<file path="src/rtl/muldiv_sequencer_if.sv">
// EX-stage to HI/LO multiply-divide sequencer signal bundle.
interface muldiv_sequencer_if #(
  parameter int NB_DATA   = 32,
  parameter int NB_FUNC   = 6,
  parameter int NB_ALU_OP = 3
);
  logic                 i_valid;
  logic [NB_ALU_OP-1:0] i_alu_op;
  logic [NB_FUNC-1:0]   i_func;
  logic [NB_DATA-1:0]   i_rs;
  logic [NB_DATA-1:0]   i_rt;
  logic                 i_flush;
  logic                 o_stall;
  logic                 o_busy;
  logic                 o_done;
  logic [NB_DATA-1:0]   o_result;
  logic                 o_result_valid;

  modport master (
    output i_valid, i_alu_op, i_func, i_rs, i_rt, i_flush,
    input  o_stall, o_busy, o_done, o_result, o_result_valid
  );

  modport slave (
    input  i_valid, i_alu_op, i_func, i_rs, i_rt, i_flush,
    output o_stall, o_busy, o_done, o_result, o_result_valid
  );
endinterface

</file>
<file path="src/rtl/muldiv_sequencer.sv">
// Iterative MULT/DIV unit owning HI/LO: NB_DATA busy cycles plus one fix-up cycle, HI/LO visible two cycles later.
// Any HI/LO instruction arriving while not idle is stalled until the unit returns to IDLE.
module muldiv_sequencer #(
  parameter int NB_DATA   = 32,
  parameter int NB_FUNC   = 6,
  parameter int NB_ALU_OP = 3
) (
  input  logic              i_clock,
  input  logic              i_reset,
  muldiv_sequencer_if.slave bus
);
  localparam int NB_CNT = (NB_DATA > 1) ? $clog2(NB_DATA) : 1;
  localparam logic [NB_ALU_OP-1:0] EXE_ALUOP_FUNC = NB_ALU_OP'(3'b010);
  localparam logic [NB_FUNC-1:0] FN_MULT  = NB_FUNC'(6'b011000);
  localparam logic [NB_FUNC-1:0] FN_MULTU = NB_FUNC'(6'b011001);
  localparam logic [NB_FUNC-1:0] FN_DIV   = NB_FUNC'(6'b011010);
  localparam logic [NB_FUNC-1:0] FN_DIVU  = NB_FUNC'(6'b011011);
  localparam logic [NB_FUNC-1:0] FN_MFHI  = NB_FUNC'(6'b010000);
  localparam logic [NB_FUNC-1:0] FN_MTHI  = NB_FUNC'(6'b010001);
  localparam logic [NB_FUNC-1:0] FN_MFLO  = NB_FUNC'(6'b010010);
  localparam logic [NB_FUNC-1:0] FN_MTLO  = NB_FUNC'(6'b010011);

  typedef enum logic [1:0] {ST_IDLE, ST_BUSY, ST_DONE} state_t;

  state_t             state_q;
  logic [NB_CNT-1:0]  cnt_q;
  logic [NB_DATA-1:0] hi_q, lo_q, rs_q, rt_q;
  logic [NB_DATA-1:0] mag_q, acc_q, sh_q;
  logic               div_q, sgn_q, busy_q, done_q;

  logic               fn_sel, is_mul, is_div, is_mf, is_mt, is_req, op_sgn;
  logic [NB_DATA-1:0] rs_mag, rt_mag;
  logic [NB_DATA:0]   mul_sum, div_shift;
  logic               div_ge;
  logic [NB_DATA-1:0] div_diff;
  logic               rs_neg, res_neg;
  logic [2*NB_DATA-1:0] prod_mag, prod_fix;
  logic [NB_DATA-1:0] quo_fix, rem_fix, hi_d, lo_d;
  logic               res_vld;

  always_comb begin
    fn_sel = bus.i_valid && (bus.i_alu_op == EXE_ALUOP_FUNC);
    is_mul = fn_sel && (bus.i_func == FN_MULT || bus.i_func == FN_MULTU);
    is_div = fn_sel && (bus.i_func == FN_DIV  || bus.i_func == FN_DIVU);
    is_mf  = fn_sel && (bus.i_func == FN_MFHI || bus.i_func == FN_MFLO);
    is_mt  = fn_sel && (bus.i_func == FN_MTHI || bus.i_func == FN_MTLO);
    is_req = is_mul || is_div || is_mf || is_mt;
    op_sgn = (bus.i_func == FN_MULT) || (bus.i_func == FN_DIV);
    rs_mag = (op_sgn && bus.i_rs[NB_DATA-1]) ? -bus.i_rs : bus.i_rs;
    rt_mag = (op_sgn && bus.i_rt[NB_DATA-1]) ? -bus.i_rt : bus.i_rt;
  end

  // acc_q:sh_q is the {high, low} shift pair; mag_q is multiplicand or divisor.
  always_comb begin
    mul_sum   = {1'b0, acc_q} + {1'b0, (sh_q[0] ? mag_q : '0)};
    div_shift = {acc_q, sh_q[NB_DATA-1]};
    div_ge    = div_shift >= {1'b0, mag_q};
    div_diff  = div_shift[NB_DATA-1:0] - mag_q;

    rs_neg   = sgn_q && rs_q[NB_DATA-1];
    res_neg  = rs_neg ^ (sgn_q && rt_q[NB_DATA-1]);
    prod_mag = {acc_q, sh_q};
    prod_fix = res_neg ? -prod_mag : prod_mag;
    quo_fix  = res_neg ? -sh_q : sh_q;
    rem_fix  = rs_neg ? -acc_q : acc_q;

    hi_d = prod_fix[2*NB_DATA-1:NB_DATA];
    lo_d = prod_fix[NB_DATA-1:0];
    if (div_q) begin
      if (rt_q == '0) begin
        hi_d = rs_q;
        lo_d = '1;
      end else begin
        hi_d = rem_fix;
        lo_d = quo_fix;
      end
    end
  end

  always_ff @(posedge i_clock or posedge i_reset) begin
    if (i_reset) begin
      state_q <= ST_IDLE;
      cnt_q   <= '0;
      hi_q    <= '0;
      lo_q    <= '0;
      rs_q    <= '0;
      rt_q    <= '0;
      mag_q   <= '0;
      acc_q   <= '0;
      sh_q    <= '0;
      div_q   <= 1'b0;
      sgn_q   <= 1'b0;
      busy_q  <= 1'b0;
      done_q  <= 1'b0;
    end else begin
      case (state_q)
        ST_IDLE: begin
          done_q <= 1'b0;
          if (!bus.i_flush) begin
            if (is_mul || is_div) begin
              state_q <= ST_BUSY;
              busy_q  <= 1'b1;
              cnt_q   <= '0;
              rs_q    <= bus.i_rs;
              rt_q    <= bus.i_rt;
              div_q   <= is_div;
              sgn_q   <= op_sgn;
              acc_q   <= '0;
              sh_q    <= is_div ? rs_mag : rt_mag;
              mag_q   <= is_div ? rt_mag : rs_mag;
            end else if (is_mt) begin
              if (bus.i_func == FN_MTHI) hi_q <= bus.i_rs;
              else                       lo_q <= bus.i_rs;
            end
          end
        end
        ST_BUSY: begin
          if (bus.i_flush) begin
            state_q <= ST_IDLE;
            busy_q  <= 1'b0;
          end else begin
            if (div_q) begin
              acc_q <= div_ge ? div_diff : div_shift[NB_DATA-1:0];
              sh_q  <= {sh_q[NB_DATA-2:0], div_ge};
            end else begin
              acc_q <= mul_sum[NB_DATA:1];
              sh_q  <= {mul_sum[0], sh_q[NB_DATA-1:1]};
            end
            cnt_q <= cnt_q + NB_CNT'(1);
            if (cnt_q == NB_CNT'(NB_DATA-1)) begin
              state_q <= ST_DONE;
              done_q  <= 1'b1;
            end
          end
        end
        ST_DONE: begin
          state_q <= ST_IDLE;
          busy_q  <= 1'b0;
          done_q  <= 1'b0;
          if (!bus.i_flush) begin
            hi_q <= hi_d;
            lo_q <= lo_d;
          end
        end
        default: begin
          state_q <= ST_IDLE;
          busy_q  <= 1'b0;
          done_q  <= 1'b0;
        end
      endcase
    end
  end

  // Reset gates the read port so nothing looks valid while reset is held.
  assign res_vld            = !i_reset && (state_q == ST_IDLE) && is_mf;
  assign bus.o_result_valid = res_vld;
  assign bus.o_result       = !res_vld ? '0 : ((bus.i_func == FN_MFHI) ? hi_q : lo_q);
  assign bus.o_stall        = (state_q != ST_IDLE) && is_req;
  assign bus.o_busy         = busy_q;
  assign bus.o_done         = done_q;
endmodule

</file>
<file path="src/flat_wrapper.sv">
// flat-port wrapper written by rule: the top's interface ports become plain ports
module muldiv_sequencer_flat 
#(
  parameter int NB_DATA   = 32,
  parameter int NB_FUNC   = 6,
  parameter int NB_ALU_OP = 3
)
  (i_clock, i_reset, bus_i_valid, bus_i_alu_op, bus_i_func, bus_i_rs, bus_i_rt, bus_i_flush, bus_o_stall, bus_o_busy, bus_o_done, bus_o_result, bus_o_result_valid);
  muldiv_sequencer_if #(.NB_DATA(NB_DATA), .NB_FUNC(NB_FUNC), .NB_ALU_OP(NB_ALU_OP)) bus_i ();
  input  logic i_clock;
  input  logic i_reset;
  input wire logic [$bits(bus_i.i_valid)-1:0] bus_i_valid;
  input wire logic [$bits(bus_i.i_alu_op)-1:0] bus_i_alu_op;
  input wire logic [$bits(bus_i.i_func)-1:0] bus_i_func;
  input wire logic [$bits(bus_i.i_rs)-1:0] bus_i_rs;
  input wire logic [$bits(bus_i.i_rt)-1:0] bus_i_rt;
  input wire logic [$bits(bus_i.i_flush)-1:0] bus_i_flush;
  output wire logic [$bits(bus_i.o_stall)-1:0] bus_o_stall;
  output wire logic [$bits(bus_i.o_busy)-1:0] bus_o_busy;
  output wire logic [$bits(bus_i.o_done)-1:0] bus_o_done;
  output wire logic [$bits(bus_i.o_result)-1:0] bus_o_result;
  output wire logic [$bits(bus_i.o_result_valid)-1:0] bus_o_result_valid;
  assign bus_i.i_valid = bus_i_valid;
  assign bus_i.i_alu_op = bus_i_alu_op;
  assign bus_i.i_func = bus_i_func;
  assign bus_i.i_rs = bus_i_rs;
  assign bus_i.i_rt = bus_i_rt;
  assign bus_i.i_flush = bus_i_flush;
  assign bus_o_stall = bus_i.o_stall;
  assign bus_o_busy = bus_i.o_busy;
  assign bus_o_done = bus_i.o_done;
  assign bus_o_result = bus_i.o_result;
  assign bus_o_result_valid = bus_i.o_result_valid;
  muldiv_sequencer #(.NB_DATA(NB_DATA), .NB_FUNC(NB_FUNC), .NB_ALU_OP(NB_ALU_OP)) u_core (.i_clock(i_clock), .i_reset(i_reset), .bus(bus_i));
endmodule
</file>
<file path="config.mk">
export PLATFORM = sky130hd
export DESIGN_NAME = muldiv_sequencer_flat
export DESIGN_NICKNAME = d
export VERILOG_FILES = /design/src/rtl/muldiv_sequencer_if.sv /design/src/rtl/muldiv_sequencer.sv /design/src/flat_wrapper.sv
export SDC_FILE = /design/constraint.sdc
export NUM_CORES = 1
export LEC_CHECK = 0
export BUFFER_PORTS_ARGS = -buffer_cell sky130_fd_sc_hd__buf_2
export CORE_ASPECT_RATIO = 1.4
export CORE_MARGIN = 8
export CORE_UTILIZATION = 45
export CTS_BUF_LIST = sky130_fd_sc_hd__clkbuf_8
export DETAILED_ROUTE_END_ITERATION = 6
export SYNTH_ARGS = -nofsm -noshare
export SYNTH_HDL_FRONTEND = slang
export SYNTH_SLANG_ARGS = --single-unit
</file>
<file path="constraint.sdc">
create_clock -name i_clock -period 7.3 [get_ports i_clock]
set_input_delay 0.73 -clock i_clock [delete_from_list [all_inputs] [get_ports i_clock]]
set_output_delay 0.73 -clock i_clock [all_outputs]
set_load 0.005 [all_outputs]
</file>
## After elaboration in Yosys (flattened, before gate mapping)

Cells that the tools add are included.

- $lt $le $gt $ge: 1
- Bitwise gates (word level): 2
- Multiplexer cells: 53
- Reduce and logical (&&, ||, !) cells: 33
- $add $sub $neg: 8
- Equality and inequality tests: 23

Operators by type and width:

| cell | count |
|---|---|
| 32-bit two-way mux | 32 |
| 32-bit one-hot mux with 2 select lines | 4 |
| 32-bit negator | 4 |
| 64-bit two-way mux | 1 |
| 64-bit negator | 1 |
| 6-bit by 5-bit equality test with 1-bit output (second input constant) | 8 |
| 32-bit by 32-bit adder with 33-bit output | 1 |
| 33-bit by 32-bit >= comparator with 1-bit output | 1 |
| 32-bit logical NOT | 1 |
| 32-bit subtractor | 1 |
| 5-bit two-way mux | 3 |
| 1-bit logical AND | 12 |
| 2-bit inequality test (second input constant) | 6 |
| 6-bit AND reduction | 2 |
| 5-bit one-hot mux with 2 select lines | 1 |
| 3-bit AND reduction | 3 |
| 1-bit logical OR | 8 |
| 2-bit two-way mux | 4 |
| 2-bit by 1-bit inequality test with 1-bit output (second input constant) | 4 |
| 1-bit two-way mux | 6 |
| 2-bit nonzero test | 3 |
| 5-bit by 1-bit adder with 5-bit output (second input constant) | 1 |
| 5-bit equality test (second input constant) | 1 |
| 2-bit one-hot mux with 2 select lines | 1 |
| 11 further kinds | 11 |

- Bits in registers: 235
- Bits of input ports: 77
- Logic and storage cells: 133
- Output and inout port bits: 36

## Logic depth before layout (Yosys ltp)

- Word-level depth: 8
- Mapped depth: 14
- Mapped depth without buffers: 13

## Worst setup path before layout

Ideal clock, no wire load.

- Path kind: reg2reg
- Start point: reg u_core.sh_q[0]
- End point: reg u_core.acc_q[24]
- Required time: 7.180 ns
- Cell stages (with the launch flop): 14
- Slack: 3.955 ns
- Buffers on the path: 1
- Clock period less this slack: 3.345 ns
- Data arrival time: 3.225 ns
- Setup time: 0.120 ns
- Cells stage by stage: dfrtp_1 -> inv_1 -> buf_1 -> nor2_1 -> ha_1 -> a21o_1 -> o21bai_1 -> o2111ai_1 -> a311oi_1 -> a21boi_0 -> o21ai_0 -> a21o_1 -> or4_1 -> a31o_2

- Longest elaborated chain between the ends: 5

Ends and longest elaborated chain:

| what | RTL line | text |
|---|---|---|
| start, declared | muldiv_sequencer.sv:28 | `logic [NB_DATA-1:0] mag_q, acc_q, sh_q;` |
| start signal, assigned | muldiv_sequencer.sv:109 | `sh_q <= is_div ? rs_mag : rt_mag;` |
| start signal, assigned | muldiv_sequencer.sv:124 | `sh_q <= {sh_q[NB_DATA-2:0], div_ge};` |
| start signal, assigned | muldiv_sequencer.sv:127 | `sh_q <= {mul_sum[0], sh_q[NB_DATA-1:1]};` |
| 32-bit two-way mux | muldiv_sequencer.sv:55 | `mul_sum = {1'b0, acc_q} + {1'b0, (sh_q[0] ? mag_q : '0)};` |
| 32-bit by 32-bit adder with 33-bit output | muldiv_sequencer.sv:55 |  |
| 32-bit two-way mux | muldiv_sequencer.sv:122 | `if (div_q) begin` |
| 32-bit two-way mux | muldiv_sequencer.sv:118 | `if (bus.i_flush) begin` |
| 32-bit one-hot mux with 2 select lines | muldiv_sequencer.sv:96 | `case (state_q)` |
| end signal, assigned | muldiv_sequencer.sv:123 | `acc_q <= div_ge ? div_diff : div_shift[NB_DATA-1:0];` |
| end signal, assigned | muldiv_sequencer.sv:126 | `acc_q <= mul_sum[NB_DATA:1];` |
| end, declared | muldiv_sequencer.sv:28 |  |

No other way between the ends. The select of a mux whose other input is x is not followed.
A chain may end at the register's enable or synchronous reset.

## Worst setup path after layout

- Start point: reg u_core.acc_q[0]
- End point: reg u_core.acc_q[16]

- Longest elaborated chain between the ends: 5
- Elaborated cells between the ends (all ways): 7
- Classes of those cells: 2 x add/sub; 1 x order compare; 4 x mux

Ends and longest elaborated chain:

| what | RTL line |
|---|---|
| 32-bit subtractor or 33-bit by 32-bit >= comparator with 1-bit output (tied branches) | muldiv_sequencer.sv:58, muldiv_sequencer.sv:57 |
| 32-bit two-way mux | muldiv_sequencer.sv:123 |
| 32-bit two-way mux * | muldiv_sequencer.sv:122 |
| 32-bit two-way mux * | muldiv_sequencer.sv:118 |
| 32-bit one-hot mux with 2 select lines * | muldiv_sequencer.sv:96 |

Mark *: on every way between the ends. The rest lies on a longest branch, timed or not. The select of a mux whose other input is x is not followed.

==> summary.md <==
| Metric | Value |
|---|---|
| Status | `completed` |
| Final setup fails | `0` |
| Hold Worst Slack | `187 ps` |
| Hold buffer count at cts | `0` |
| Unique masters post-synth | `87` |
| Min-delay worst type | `in2async` |
| Largest net degree at the start of global routing | `150` |
| CTS Buf Count | `between 40 and 50` |
| Area occupied by multi-input gates | `about 12000 sq um` |
| Syn Area/Cell | `between 7 and 8 sq um` |
| Total grt overflow | `0` |
| Reg2reg start | `u_core.acc_q[0]` |
| Core Util, Final | `around half` |
| Crit share post-route | `62.9%` |
| Critical Path RT | `~7800 ps` |
| Chip Height | `about 260 microns` |
| Commonest non-fill, non-tap cell in the layout | `nand2_1` |
| Post-synth EDFFs | `0` |
| DRC violation count after routing | `0` |
| Post-route ant nets | `0` |
| Startpoint types | `flip-flop` |
| Routed vias/inst | `between 6 and 7` |
| Wire per inst | `around 25 microns` |
| Worst R2R End | `u_core.acc_q[16]` |
| Final Total Pwr | `4.00 mW` |
| Final non-filler cell total | `3111` |
| Commonest non-fill, non-tap cells in the layout | `nand2_1, dfrtp_1, o21ai_0` |
| Layout cells sized above 1 | `10.5%` |
| Starting Density | `between 40 and 50%` |
| Post-Place Cells | `3025` |
| Vias in the first global route | `18.5k` |
| Total power per unit cell area | `193 nW/um^2` |
| Clk slew on worst S/H paths | `60 ps` |
| Leak | `roughly 9.5 nW` |
| Via count | `19.4k` |
| Net count after synthesis | `2672` |
| Drt first pass iters | `5` |
| GPL Wtd Cong | `just under 1` |
| Post-Route WL | `77.5 mm` |
| R2R Setup Slk | `~2700 ps` |
| Fmax achieved | `approximately 0.22 GHz` |
| Critical Path Slowest Stage Cell | `a31oi_4` |
| IO Port Bufs | `112` |
| Post-synthesis sequential area ratio | `a little under a third` |
| Hold Fails Final Rpt | `0` |
| RSZ-0062 raised after global routing | `false` |
| Initial antenna violation count | `1` |
| # Post-CTS Setup Buffers | `0` |
| Max clock buf depth | `3` |
| Critical path class | `reg2reg` |
| Setup TNS Final | `0 ps` |
| Final #Nets | `between 2k and 3k` |
| H-tree levels | `2` |
| Clock skew | `between 10 and 15 ps` |
| Reg area | `about 6000 sq um` |
| Peak supply drop | `~0.00013 V` |
| Die width | `between 150 and 200 microns` |
| DRT iter0 DRCs | `between 1.5k and 2k` |
| First-pass GRT wire length | `116 mm` |
| Synth async-reset ratio | `100%` |
| Netlist Area Pre-Place | `~19000 sq um` |
| Die ar. | `48900 sq um` |
| Crit path buf inv count | `1` |
| CORE AREA | `about 42000 sq um` |
| Ys flop type | `dfrtp_1` |
| WP data arrival | `approximately 5100 ps` |
| Crit path cell chain | `ha_1 -> nor2b_1 -> o31a_1 -> o31a_1 -> nor4_1 -> o21ai_1 -> a31oi_4 -> buf_4 -> mux2_2 -> a22oi_1 -> o21ai_0` |
| Most common cell on crit path | `o31a_1` |
| Final Slew Violations | `0` |
| Maxcap violations | `0` |
| Cells after Synth | `approximately 2.5k` |
| Worst r2r path cells | `11` |
| Tmin final | `~4600 ps` |
| Num Clock Sinks | `~240` |
| GRT Total Usage | `between 30% and 40%` |
| Cts repair resizes | `0` |
| Crit. End Element | `flip-flop` |
| Ys Warns | `0` |
| Detail Placement HPWL | `approximately 58 mm` |
| Cell family with most CP delay | `compound AO/OA/AOI/OAI gates` |
| FP Rows | `89` |
| Clk_lat worst skew | `620 ps` |
| Clk root buf | `clkbuf_8` |
| TritonCTS clock tree | `yes` |
| Filler cells | `about 4.2k` |
| I/O pin total | `about 110` |
| Area Overhead vs Synth | `9.68%` |
| Yosys reg bits | `235` |
| Worst-path fanout max | `40` |
| Least-Margin Pin Slew | `approximately 1200 ps` |
| Slew headroom | `between 10% and 20%` |
| Max stage delay on crit path | `1000 ps` |
==> registers in the layout (all words and copies together), names as in the netlist <==
register	count
u_core.bus.o_busy	1
u_core.sh_q	32
u_core.hi_q	32
u_core.state_q	2
u_core.sgn_q	1
u_core.rt_q	32
u_core.lo_q	32
u_core.bus.o_done	1
u_core.cnt_q	5
u_core.div_q	1
u_core.acc_q	32
u_core.mag_q	32
u_core.rs_q	32
==> per-layer routing <==
metal / wire, microns / up-vias / GRT usage [%]
li1: - / 8950 / -
met1: 30600 / 9399 / 37.5
met2: 35300 / 849 / 48.9
met3: 5020 / 229 / 4.21
met4: 6530 / 0 / 23.7
met5: 0 / - / 0
==> how the worst max path moves through the flow <==
stage,end,startpoint,cells after the start
after floorplan,u_core.acc_q[0],i_reset,1
after global placement,u_core.acc_q[16],u_core.acc_q[0],11
after detailed placement,u_core.acc_q[16],u_core.acc_q[0],11
after CTS,u_core.acc_q[16],u_core.acc_q[0],11
after global routing,u_core.acc_q[16],u_core.acc_q[0],11
final,u_core.acc_q[16],u_core.acc_q[0],11
==> logic make-up (layout without fill, tap and decap cells) <==
logic type | after synthesis | count (layout) | share of synthesized area, %
AOI/OAI and AO/OA | 761 | 761 | 24.8
and+or+nand+nor | 970 | 970 | 23.1
muxes | 45 | 45 | 2.43
xor gates and xnor gates | 180 | 180 | 8.35
buffers and inverters | 260 | 300 | 5.34
DFF | 235 | 235 | 31.2
adders and majority gates | 72 | 72 | 4.85
other | 0 | 2 | 0
==> per-stage QoR <==
step / setup WS (ps) / cell area [sq um]
2_1_floorplan: 124 / 18900
6_report: 2710 / 20700
4_1_cts: 2790 / 20700
5_1_grt: 2450 / 20700
3_3_place_gp: 2800 / 19700
3_5_place_dp: 2810 / 19700
==> layout make-up <==
| cell class | instances | area share (%) |
|---|---|---|
| diodes | 2 | 0.0242 |
| clock buffers | 53 | 3.52 |
| clock inverters | 31 | 1.29 |
| inverters | 77 | 1.43 |
| multi-input cells | 2028 | 58.3 |
| flip-flops and latches | 235 | 28.4 |
| well taps | 546 | 3.30 |
| repair buffers | 139 | 3.75 |
==> synth_stat cells (20+ instances only) <==
| master | n | area [sq um] |
|---|---|---|
| clkbuf_1 | 155 | 582 |
| a21oi_1 | 199 | 996 |
| nand3_1 | 45 | 225 |
| o31ai_1 | 23 | 173 |
| xor2_1 | 92 | 806 |
| a31oi_1 | 39 | 244 |
| o211ai_1 | 41 | 308 |
| dfrtp_1 | 235 | 5880 |
| o22ai_1 | 29 | 181 |
| nor2_1 | 212 | 796 |
| o21ai_0 | 234 | 1170 |
| ha_1 | 70 | 876 |
| nand2_1 | 478 | 1790 |
| inv_1 | 76 | 285 |
| or3_1 | 20 | 125 |
| nor4_1 | 24 | 150 |
| a21o_1 | 27 | 203 |
| xnor2_1 | 88 | 771 |
| nor3_1 | 62 | 310 |
| mux2i_1 | 38 | 380 |
==> power by group <==
part | switching [mW] | leakage (nW) | internal, mW
Clock | 0.677 | 0.521 | 0.785
Sequential | 0.111 | 3.09 | 1.40
Combinational | 0.683 | 5.88 | 0.345
Note: power is estimated with default switching activity, not from simulation.
